**config.mk**
```make
export PLATFORM = sky130hd
export DESIGN_NAME = gb_lcd_capture
export DESIGN_NICKNAME = d
export VERILOG_FILES = /design/src/rtl/gb_lcd_capture.sv
export SDC_FILE = /design/constraint.sdc
export NUM_CORES = 1
export LEC_CHECK = 0
export CORE_ASPECT_RATIO = 1.75
export CORE_UTILIZATION = 48
export CTS_CLUSTER_DIAMETER = 100
export CTS_CLUSTER_SIZE = 14
export DETAILED_ROUTE_END_ITERATION = 16
export GPL_TIMING_DRIVEN = 0
export PLACE_DENSITY = 0.69
export RECOVER_POWER = 25
export SYNTH_ARGS = -nofsm -noshare
export SYNTH_HDL_FRONTEND = slang
export SYNTH_SLANG_ARGS = --single-unit
```
**constraint.sdc**
```tcl
create_clock -name CLK100MHz -period 3.9 [get_ports CLK100MHz]
set_clock_uncertainty 0.05 [all_clocks]
set_input_delay 0.78 -clock CLK100MHz [delete_from_list [all_inputs] [get_ports CLK100MHz]]
set_output_delay 0.78 -clock CLK100MHz [all_outputs]
set_load 0.1 [all_outputs]
```
**src/rtl/gb_lcd_capture.sv**
```systemverilog
// Game Boy DMG LCD bus capture into a 160x144x2-bit framebuffer.
// Synchronises the async GB bus, writes pixels and checks frame geometry.
module gb_lcd_capture #(
  parameter int H_PIXELS   = 160,
  parameter int V_PIXELS   = 144,
  parameter int ADDR_WIDTH = 15,
  parameter int DATA_WIDTH = 2,
  parameter int INVERT     = 1
) (
  input  logic                  CLK100MHz,
  input  logic                  reset_n,
  input  logic                  gb_pclk,
  input  logic                  gb_hsync,
  input  logic                  gb_vsync,
  input  logic [DATA_WIDTH-1:0] gb_data,
  output logic [ADDR_WIDTH-1:0] fb_waddr,
  output logic [DATA_WIDTH-1:0] fb_din,
  output logic                  fb_we,
  output logic                  frame_done,
  output logic                  frame_ok,
  output logic                  capturing
);

  localparam logic [7:0] H_LIM = 8'(H_PIXELS);
  localparam logic [7:0] V_LIM = 8'(V_PIXELS);
  localparam logic [8:0] V_CNT = 9'(V_PIXELS);

  typedef enum logic {
    WAIT_VSYNC = 1'b0,
    ACTIVE     = 1'b1
  } state_t;

  state_t state, state_n;

  logic [2:0] pclk_s, hs_s, vs_s;
  logic [DATA_WIDTH-1:0] data_s1, data_s2;

  logic pclk_fall, hs_rise, vs_rise;

  logic [7:0] col, row, col_n, row_n, col_p;
  logic [ADDR_WIDTH-1:0] line_base, base_n, waddr_n;
  logic [DATA_WIDTH-1:0] din_n;
  logic len_err, err_n, err_p;
  logic we_n, done_n, ok_n;
  logic [8:0] lines;

  // bit 0 is s1, bit 1 is s2, bit 2 is s3
  always_ff @(posedge CLK100MHz) begin
    if (!reset_n) begin
      pclk_s  <= '0;
      hs_s    <= '0;
      vs_s    <= '0;
      data_s1 <= '0;
      data_s2 <= '0;
    end else begin
      pclk_s  <= {pclk_s[1:0], gb_pclk};
      hs_s    <= {hs_s[1:0], gb_hsync};
      vs_s    <= {vs_s[1:0], gb_vsync};
      data_s1 <= gb_data;
      data_s2 <= data_s1;
    end
  end

  assign pclk_fall = pclk_s[2] & ~pclk_s[1];
  assign hs_rise   = ~hs_s[2] & hs_s[1];
  assign vs_rise   = ~vs_s[2] & vs_s[1];

  always_ff @(posedge CLK100MHz) begin
    if (!reset_n) state <= WAIT_VSYNC;
    else          state <= state_n;
  end

  always_comb begin
    state_n = state;
    if (state == WAIT_VSYNC && vs_rise) state_n = ACTIVE;
  end

  always_comb begin
    col_n   = col;
    row_n   = row;
    base_n  = line_base;
    err_n   = len_err;
    we_n    = 1'b0;
    waddr_n = fb_waddr;
    din_n   = fb_din;
    done_n  = 1'b0;
    ok_n    = frame_ok;
    col_p   = col;
    err_p   = len_err;
    lines   = '0;
    if (state == ACTIVE) begin
      // the pixel is always applied before any line or frame action
      if (pclk_fall) begin
        if (col < H_LIM) begin
          col_p = col + 8'd1;
          if (row < V_LIM) begin
            we_n    = 1'b1;
            waddr_n = line_base + ADDR_WIDTH'(col);
            din_n   = (INVERT != 0) ? ~data_s2 : data_s2;
          end
        end else begin
          err_p = 1'b1;
        end
      end
      if (vs_rise) begin
        lines  = {1'b0, row} + {8'd0, col_p != 8'd0};
        done_n = 1'b1;
        ok_n   = (lines == V_CNT) && !err_p &&
                 !(col_p != 8'd0 && col_p != H_LIM);
        col_n  = '0;
        row_n  = '0;
        base_n = '0;
        err_n  = 1'b0;
      end else if (hs_rise && col_p != 8'd0) begin
        err_n = err_p | (col_p != H_LIM);
        col_n = '0;
        if (row < V_LIM) begin
          row_n  = row + 8'd1;
          base_n = line_base + ADDR_WIDTH'(H_PIXELS);
        end
      end else begin
        col_n = col_p;
        err_n = err_p;
      end
    end else if (vs_rise) begin
      col_n  = '0;
      row_n  = '0;
      base_n = '0;
      err_n  = 1'b0;
    end
  end

  always_ff @(posedge CLK100MHz) begin
    if (!reset_n) begin
      col        <= '0;
      row        <= '0;
      line_base  <= '0;
      len_err    <= 1'b0;
      fb_we      <= 1'b0;
      fb_waddr   <= '0;
      fb_din     <= '0;
      frame_done <= 1'b0;
      frame_ok   <= 1'b0;
    end else begin
      col        <= col_n;
      row        <= row_n;
      line_base  <= base_n;
      len_err    <= err_n;
      fb_we      <= we_n;
      fb_waddr   <= waddr_n;
      fb_din     <= din_n;
      frame_done <= done_n;
      frame_ok   <= ok_n;
    end
  end

  assign capturing = (state == ACTIVE);

endmodule

```
* After elaboration in Yosys (flattened, before gate mapping)
Cells that the tools add are included.
** Storage, ports and cells
- Bits in registers :: 66
- Input bits :: 7
- Logic and storage cells :: 74
** Cells by class
- Add/sub/neg operators :: 5
- $lt $le $gt $ge :: 2
- Equal/unequal tests :: 2
- Muxes and demuxes :: 25
- Bitwise logic cells :: 9
- Reductions and logical operators :: 16
** Operators by type and width (number)
- 8-bit 2-to-1 mux :: 11
- 15-bit 2-to-1 mux :: 5
- 8-bit by 1-bit adder with 8-bit output, second input constant :: 2
- 8-bit < comparator, second input constant :: 2
- 15-bit by 8-bit adder with 15-bit output :: 1
- 15-bit by 8-bit adder with 15-bit output, second input constant :: 1
- 8-bit by 1-bit adder with 9-bit output :: 1
- 9-bit by 8-bit equality test with 1-bit output, second input constant :: 1
- 1-bit 2-to-1 mux :: 9
- 8-bit inequality test, second input constant :: 1
- 4-bit AND reduction :: 2
- 8-bit nonzero test :: 1
- 2-bit nonzero test :: 3
- 1-bit logical AND :: 5
- 1-bit NOT :: 4
- 2-bit AND reduction :: 2
- 1-bit bitwise AND :: 3
- 3-bit AND reduction :: 1
- 1-bit logical NOT :: 2
- 2-bit NOT :: 1
- 1-bit OR :: 1

* Depth between registers and ports, before layout
Gate-level depths: netlist of the first run.
- Word-level depth :: 9
- Mapped depth :: 14

* Worst setup path before layout of the first run
OpenSTA, ideal clock, no wires.
- Kind :: register to register
- Start point :: reg col[0]
- End point :: reg frame_ok
- Library setup time :: 0.128 ns
- Arrival :: 2.834 ns
- Required time :: 3.722 ns
- Path slack :: 0.888 ns
- Cell stages (with the launch flop) :: 15
- Path buffers :: 0
- Cell sequence :: dfxtp_1 ha_1 nand3_2 or3_1 a31o_2 nor3_1 inv_1 ha_1 ha_1 nand2_1 mux2i_1 o21ai_0 and3_1 a32oi_1 nor2_1
** Between the ends
- Cells in the longest elaborated chain, start to end :: 9
- Elaborated cells on any way between the ends :: 17
- Those cells by class :: add/sub (2); order compare (1); eq/ne (2); mux (6); reduce/logical (6)
** RTL lines
- from (decl) :: RTL line 40 : logic [7:0] col, row, col_n, row_n, col_p;
- from (signal assigned) :: RTL line 145 : col <= col_n;
- 8-bit by 1-bit adder with 8-bit output or 8-bit < comparator (tied branches) :: RTL line 95, 94
- 8-bit 2-to-1 mux :: RTL line 94 : if (col < H_LIM) begin
- 8-bit 2-to-1 mux :: RTL line 93 : if (pclk_fall) begin
- 8-bit 2-to-1 mux :: RTL line 91 : if (state == ACTIVE) begin
- 8-bit nonzero test :: RTL line 106, 109
- 8-bit by 1-bit adder with 9-bit output :: RTL line 106 : lines = {1'b0, row} + {8'd0, col_p != 8'd0};
- 9-bit by 8-bit equality test with 1-bit output :: RTL line 108 : ok_n = (lines == V_CNT) && !err_p &&
- 1-bit logical AND :: RTL line 108
- 1-bit logical AND (*) :: RTL line 108
- to (signal assigned) :: RTL line 153 : frame_ok <= ok_n;
- to (decl) :: RTL line 20 : output logic frame_ok,
Every way passes the cells marked *; elsewhere a longest branch is shown, timed or not. The select of a mux whose other input is x is not followed.
A chain may end at the register's enable or synchronous reset.

* Final worst setup path of the first run
Same ends and word-level chain as after synthesis.

==> results.md, run 1 <==
* Die area at 6519 um2
* Die width at 61.47 um
* Mapped Nets at 369
* Port bufs at 27
* Clock Latency Late Sink at 0.35 ns
* # setup viols final at 0
* Area of the multi-input gates at 1637 um2
* Critical Path RT at 4.07 ns
* Worst Path Arrival at 3.62 ns
* # DRC at 0
* Synth cell types at 53
* Drt wl/cell at 15.23 um
* Overflow after GRT at 0
* Ports at 28
* Htree depth at 3
* Layout Area Growth over Synthesis at 18.16%
* Number of synthesized flops with an enable pin at 0
* Clock tree from TritonCTS: built
* Root buffer cell: clkbuf_8
* Sw Ratio at 23.56%
* Reg power frac at 53.0%
* FFs w/ async S/R, synth at 0%
* Combinational fraction of design power at 5.4%
* Max Cap Viol at 0
* Worst Tran Pin Value at 0.9799 ns
* Total power at 1.196 mW
* CTS Buf Count at 9
* Sw power at 281.7 uW
* Number of diodes at 0
* Die Ht at 106.1 um
* Reg area at 1221 um2
* RSZ-0062 raised after global routing: no
* Postcts setup bufs at 0
* Most frequent cells in the layout: dfxtp_1 (61), nand2_1 (38), a21oi_1 (26), nor2_1 (26), clkdlybuf4s50_1 (26)
* Peak supply drop at 0.1986 mV
* Status: completed
* Layout cells sized above 1 at 6.045%
* Syn Inst Count at 354
* Clock-pin slew on the worst setup and hold paths at 0.06 ns
* # clock sinks at 61
* Avg Cell Area, Syn at 8.391 um2
* FILL cells at 596
* Crit Path Max Fanout at 8
* Initial DRC Count at 153
* First-pass GRT wire length at 12,220 um
* Register area share after synthesis at 41.11%
* Yosys reg bits at 61
* Worst Path Class, Setup: flop to flop
* Synthesized area at 2970 um2
* Commonest non-fill, non-tap cell in the layout: dfxtp_1
* Synthesis warning total at 0
* Internal at 914.0 uW
* Leakage power at 1.196 nW
* Nets at 407
* Pre-antenna DRT Iters at 4
* Cell Rows at 37
* Slew Viols, Final at 0
* DRT antenna net count at 0
* Power Dens Cells at 340.7 nW/um2
* Main flop type after synthesis: dfxtp_1
* Vias at 2,745
* Vias in the first global route at 2,687
* Sum of negative setup slack at 0 ns
* Initial core utilization at 50.13%
* Finished Cell Area at 3510 um2
* Crit start category: flop
* Antenna violations before repair at 0
* Hold Path Class: flop to flop
* Largest net degree at the start of global routing at 11
* Post-CTS Resized at 0
* F_max at 289.3 MHz
* Hold Vio Cnt, Final at 0
* Period minus WS final at 3.456 ns
* CTS Hold Bufs at 0
* Core Region at 5926 um2
* Clock share of power at 41.6%
* Area after DPL at 3338 um2
* Dpl hpwl at 5259 um
* GRT Total Usage at 25.17%
* Tcrit/Tclk final at 88.62%
* Relative slew slack at 34.47%
* CP endpoint kind: flop
* DR vias/cell at 5.779
* Longest Clk Path Bufs at 2
* RePlAce Congestion at 0.8991
* Final wirelength at 7235 um
## per-stage QoR
step	util [%]	hold WS (ns)	setup slack (ns)	instances
2_1_floorplan	-	0.3406	0.8882	354
3_3_place_gp	56.33	0.3424	0.4552	459
3_5_place_dp	56.33	0.3572	0.4509	459
4_1_cts	59.23	0.3678	0.4372	475
5_1_grt	59.23	0.3827	0.1980	475
6_report	59.23	0.3634	0.4439	475
## final timing paths
kind / startpoint / to / slack (ns) / cells past startpoint
max: col[0]$_SDFFE_PN0P_ / frame_ok$_SDFFE_PN0P_ / 0.44 / 14
min: data_s2[0]$_SDFF_PN0_ / fb_din[0]$_SDFFE_PN0P_ / 0.36 / 1
max reg2reg: col[0]$_SDFFE_PN0P_ / frame_ok$_SDFFE_PN0P_ / 0.44 / 14
min reg2reg: data_s2[0]$_SDFF_PN0_ / fb_din[0]$_SDFFE_PN0P_ / 0.36 / 1
## critical path: stages (launching register included)
cell and delay (ns):
dfxtp_1 0.45, ha_1 0.29, nand3_2 0.13, or3_1 0.36, a31o_2 0.30, nor3_1 0.39, inv_1 0.08, ha_1 0.23
ha_1 0.24, nand2_1 0.10, mux2i_1 0.18, o21ai_0 0.11, and3_1 0.19, a32oi_1 0.18, nor2_1 0.05
## kinds of logic after synthesis
| kind of cell | count (synthesis) | share of synthesized area, % |
|---|---|---|
| buffers and inverters | 26 | 3.791 |
| AO/OA/AOI/OAI | 92 | 20.09 |
| adder cells (fa/ha/maj) | 8 | 3.370 |
| multiplexers | 4 | 1.348 |
| XOR/XNOR | 8 | 2.359 |
| flip-flops | 61 | 41.11 |
| AND/OR/NAND/NOR | 155 | 27.93 |
## cell usage after synthesis, types with 8 or more instances
library cell | number | area, um2
nand3_1 | 14 | 70.07
a211oi_1 | 8 | 60.06
o21ai_1 | 10 | 50.05
clkbuf_1 | 16 | 60.06
a21oi_1 | 26 | 130.1
o21ai_0 | 15 | 75.07
ha_1 | 8 | 100.1
dfxtp_1 | 61 | 1221
and2_1 | 14 | 87.58
or3_1 | 10 | 62.56
nand4_1 | 9 | 56.30
nand2b_1 | 8 | 50.05
nand2_1 | 38 | 142.6
nor2_1 | 26 | 97.59
## cell type report
| cell class | instances | area share (%) |
|---|---|---|
| multi-input cells | 267 | 46.63 |
| flip-flops and latches | 61 | 34.79 |
| repair buffers | 27 | 7.701 |
| clock buffers | 15 | 4.742 |
| well taps | 78 | 2.781 |
| plain buffers | 22 | 2.781 |
| clock inverters | 1 | 0.1426 |
| inverters | 4 | 0.4278 |
## flip-flops by register name, summed over array words and instances, names as in the netlist
| register | cells |
|---|---|
| data_s2 | 2 |
| line_base | 10 |
| frame_ok | 1 |
| fb_we | 1 |
| fb_waddr | 15 |
| hs_s | 3 |
| row | 8 |
| data_s1 | 2 |
| pclk_s | 3 |
| col | 8 |
| vs_s | 3 |
| capturing | 1 |
| fb_din | 2 |
| frame_done | 1 |
| len_err | 1 |
## routing by layer
layer	up-vias	GRT usage [%]	part of all wire (%)
met5	-	0	0
met1	1301	27.72	42
met4	0	13.81	2.9
met3	19	4.866	3.1
met2	57	43.17	52
li1	1368	-	-
## power by group through the flow
stage               Combinational, mW  Clock, mW  Sequential, mW
CTS                            0.0652      0.502           0.634
finish                         0.0644      0.498           0.634
floorplan                      0.0323          0           0.656
detailed placement             0.0649          0           0.647
global placement               0.0641          0           0.647
global route                   0.0700      0.538           0.634
(Power assumes the default switching activity.)
==> inputs of run 2 (changes only) <==
Settings changed: CAP_MARGIN set to 20, SLEW_MARGIN set to 20.
Clock period 3.9 ns to 3.6 ns, I/O delays scaled along.
==> run 2 against run 1 <==
Sequential power rose by 8.4%. Power increased by 8.2%. Fmax is 2.4% higher. Design area rose by 0.14%. Wire length rose by 0.53%. Hold slack about the same. Combinational power up 8.7%. Clock-buffer cell count did not move. Global-route usage is the same. Critical path depth did not move. Critical path type unchanged. Critical endpoint unchanged. Largest cell class unchanged. Highest routed layer unchanged.
==> results.md, run 2 (same netlist as run 1, synthesis figures left out) <==
* Largest net degree at the start of global routing at 11 (unchanged)
* Max Cap Viol at 0 (unchanged)
* Slew Viols, Final at 0 (unchanged)
* Drt wl/cell at 15.31 um (+0.53%)
* Commonest non-fill, non-tap cell in the layout: dfxtp_1
* Pre-antenna DRT Iters at 4 (unchanged)
* Min-Delay Path Depth at 1 (unchanged)
* CP endpoint kind: flop
* Finished Cell Area at 3515 um2 (+0.14%)
* Hold Vio Cnt, Final at 0 (unchanged)
* # clock sinks at 61 (unchanged)
* Crit start category: flop
* Initial DRC Count at 152 (-0.65%)
* Largest delay share family, worst path: simple AND/OR/NAND/NOR gates
* First-pass GRT wire length at 12,220 um (unchanged)
* Clock-pin slew on the worst setup and hold paths at 0.06 ns (about the same)
* Area after DPL at 3338 um2 (unchanged)
* CTS Buf Count at 9 (unchanged)
* CP cell instances: ha_1 -> nand3_2 -> or3_1 -> a31o_2 -> nor3_2 -> inv_1 -> ha_1 -> ha_1 -> nand2_1 -> mux2i_1 -> o21ai_0 -> and3_1 -> a32oi_1 -> nor2_1
* Power Dens Cells at 368.1 nW/um2 (+8.0%)
* Vias at 2,761 (+0.58%)
* GRT Total Usage at 25.17% (unchanged)
* Hold Path Class: flop to flop
* Core Region at 5926 um2 (unchanged)
* Total power at 1.294 mW (+8.2%)
* Hold WS at 0.3634 ns (+0.000001000 ns)
* Most frequent cells in the layout: dfxtp_1 (61), nand2_1 (38), a21oi_1 (26), nor2_1 (26), clkdlybuf4s50_1 (26)
* Combinational fraction of design power at 5.4% (about the same)
* Initial core utilization at 50.13% (unchanged)
* Layout Area Growth over Synthesis at 18.32%
* Crit-path max cell delay at 0.46 ns (about the same)
* Internal at 990.2 uW (+8.3%)
* Die area at 6519 um2 (unchanged)
* Leakage power at 1.197 nW (about the same)
* Worst Path Class, Setup: flop to flop
* R2r worst-path depth at 14 (unchanged)
* WP depth at 14 (unchanged)
* Port bufs at 27 (unchanged)
* Htree depth at 3 (unchanged)
* Post-CTS Resized at 0 (unchanged)
* Worst Path Arrival at 3.54 ns (-0.08 ns)
* F_max at 296.3 MHz (+2.4%)
* DR vias/cell at 5.813 (+0.58%)
* Peak supply drop at 0.2158 mV (+8.7%)
* RePlAce Congestion at 0.8991 (unchanged)
* Sum of negative setup slack at 0 ns (unchanged)
* Antenna violations before repair at 0 (unchanged)
* Clock tree from TritonCTS: built
* Core Util, Final at 59.31% (+0.084 points)
* Number of diodes at 0 (unchanged)
* Tcrit/Tclk final at 93.75% (+5.1 points)
* RSZ-0062 raised after global routing: no
* Largest Register: fb_waddr
* Die Ht at 106.1 um (unchanged)
* Max FFs per register at 15 (unchanged)
* Reg power frac at 53.1% (about the same)
* Status: completed
* Layout cells sized above 1 at 6.297% (+0.25 points)
* Top flop regs: fb_waddr: 15 flops, line_base: 10 flops
* Longest Clk Path Bufs at 2 (unchanged)
* Vias in the first global route at 2,687 (unchanged)
* Final wirelength at 7273 um (+0.53%)
* Clock share of power at 41.5% (about the same)
* Cell Rows at 37 (unchanged)
* Die width at 61.47 um (unchanged)
* Root buffer cell: clkbuf_8
* Worst Path Buf+Inv at 1 (unchanged)
* DRT antenna net count at 0 (unchanged)
* Postcts setup bufs at 0 (unchanged)
* Relative slew slack at 35.02% (+0.55 points)
* Sw power at 303.4 uW (+7.7%)
* Nets at 407 (unchanged)
* Period minus WS final at 3.375 ns (-0.08093 ns)
* Most used cell, CP: ha_1
* Ports at 28 (unchanged)
* # DRC at 0 (unchanged)
* Sw Ratio at 23.45% (-0.11 points)
* # setup viols final at 0 (unchanged)
* Clock Latency Late Sink at 0.35 ns (about the same)
* Worst Tran Pin Value at 0.9716 ns (-0.008280 ns)
* Slowest-stage cell, CP: dfxtp_1
* Overflow after GRT at 0 (unchanged)
* CTS Hold Bufs at 0 (unchanged)
* Dpl hpwl at 5259 um (unchanged)
* Crit Path Max Fanout at 8 (unchanged)
* Critical Path RT at 3.77 ns (-0.30 ns)
-- run 2: changes by cell type in the layout (fill, tap and decap cells not counted) --
cell / delta
nor3_1: -1
nor3_2: +1
-- run 2: cell type report --
cell class | count | area, um2
Sequential cell | 61 | 1221
Inverter | 4 | 15.01
Multi-Input combinational cell | 267 | 1642
Fill cell | 596 | 2411
Clock inverter | 1 | 5.005
Clock buffer | 15 | 166.4
Buffer | 22 | 97.59
Tap cell | 78 | 97.59
Timing Repair Buffer | 27 | 270.3
-- run 2: stage by stage --
step | worst slack [ns] | std cells
after floorplan | 0.5882 | 354
after CTS | 0.1372 | 475
after global routing | 0.01812 | 475
after detailed placement | 0.1509 | 459
after global placement | 0.1552 | 459
final | 0.2249 | 475
-- run 2: metal layers --
layer  wire length [um]  share of wire (%)  global-route usage [%]  up-vias
li1                   -                  -                       -     1370
met1               3039                 42                   27.72     1306
met3                254                3.5                   4.866       16
met4                150                2.1                   13.81        0
met5                  0                  0                       0        -
met2               3829                 53                   43.17       69
-- run 2: path summary, 6_finish.rpt --
| path | slack [ns] | startpoint | endpoint |
|---|---|---|---|
| setup / recovery | 0.22 | col[0]$_SDFFE_PN0P_ | frame_ok$_SDFFE_PN0P_ |
| hold / removal | 0.36 | data_s2[0]$_SDFF_PN0_ | fb_din[0]$_SDFFE_PN0P_ |
| setup reg to reg | 0.22 | col[0]$_SDFFE_PN0P_ | frame_ok$_SDFFE_PN0P_ |
| hold reg to reg | 0.36 | data_s2[0]$_SDFF_PN0_ | fb_din[0]$_SDFFE_PN0P_ |
-- run 2: power groups by stage --
stage | logic (mW) | clock network, mW | registers [mW]
final | 0.0700 | 0.537 | 0.687
after global routing | 0.0760 | 0.582 | 0.687
after CTS | 0.0706 | 0.544 | 0.686
after detailed placement | 0.0703 | 0 | 0.701
after global placement | 0.0695 | 0 | 0.701
after floorplan | 0.0350 | 0 | 0.711
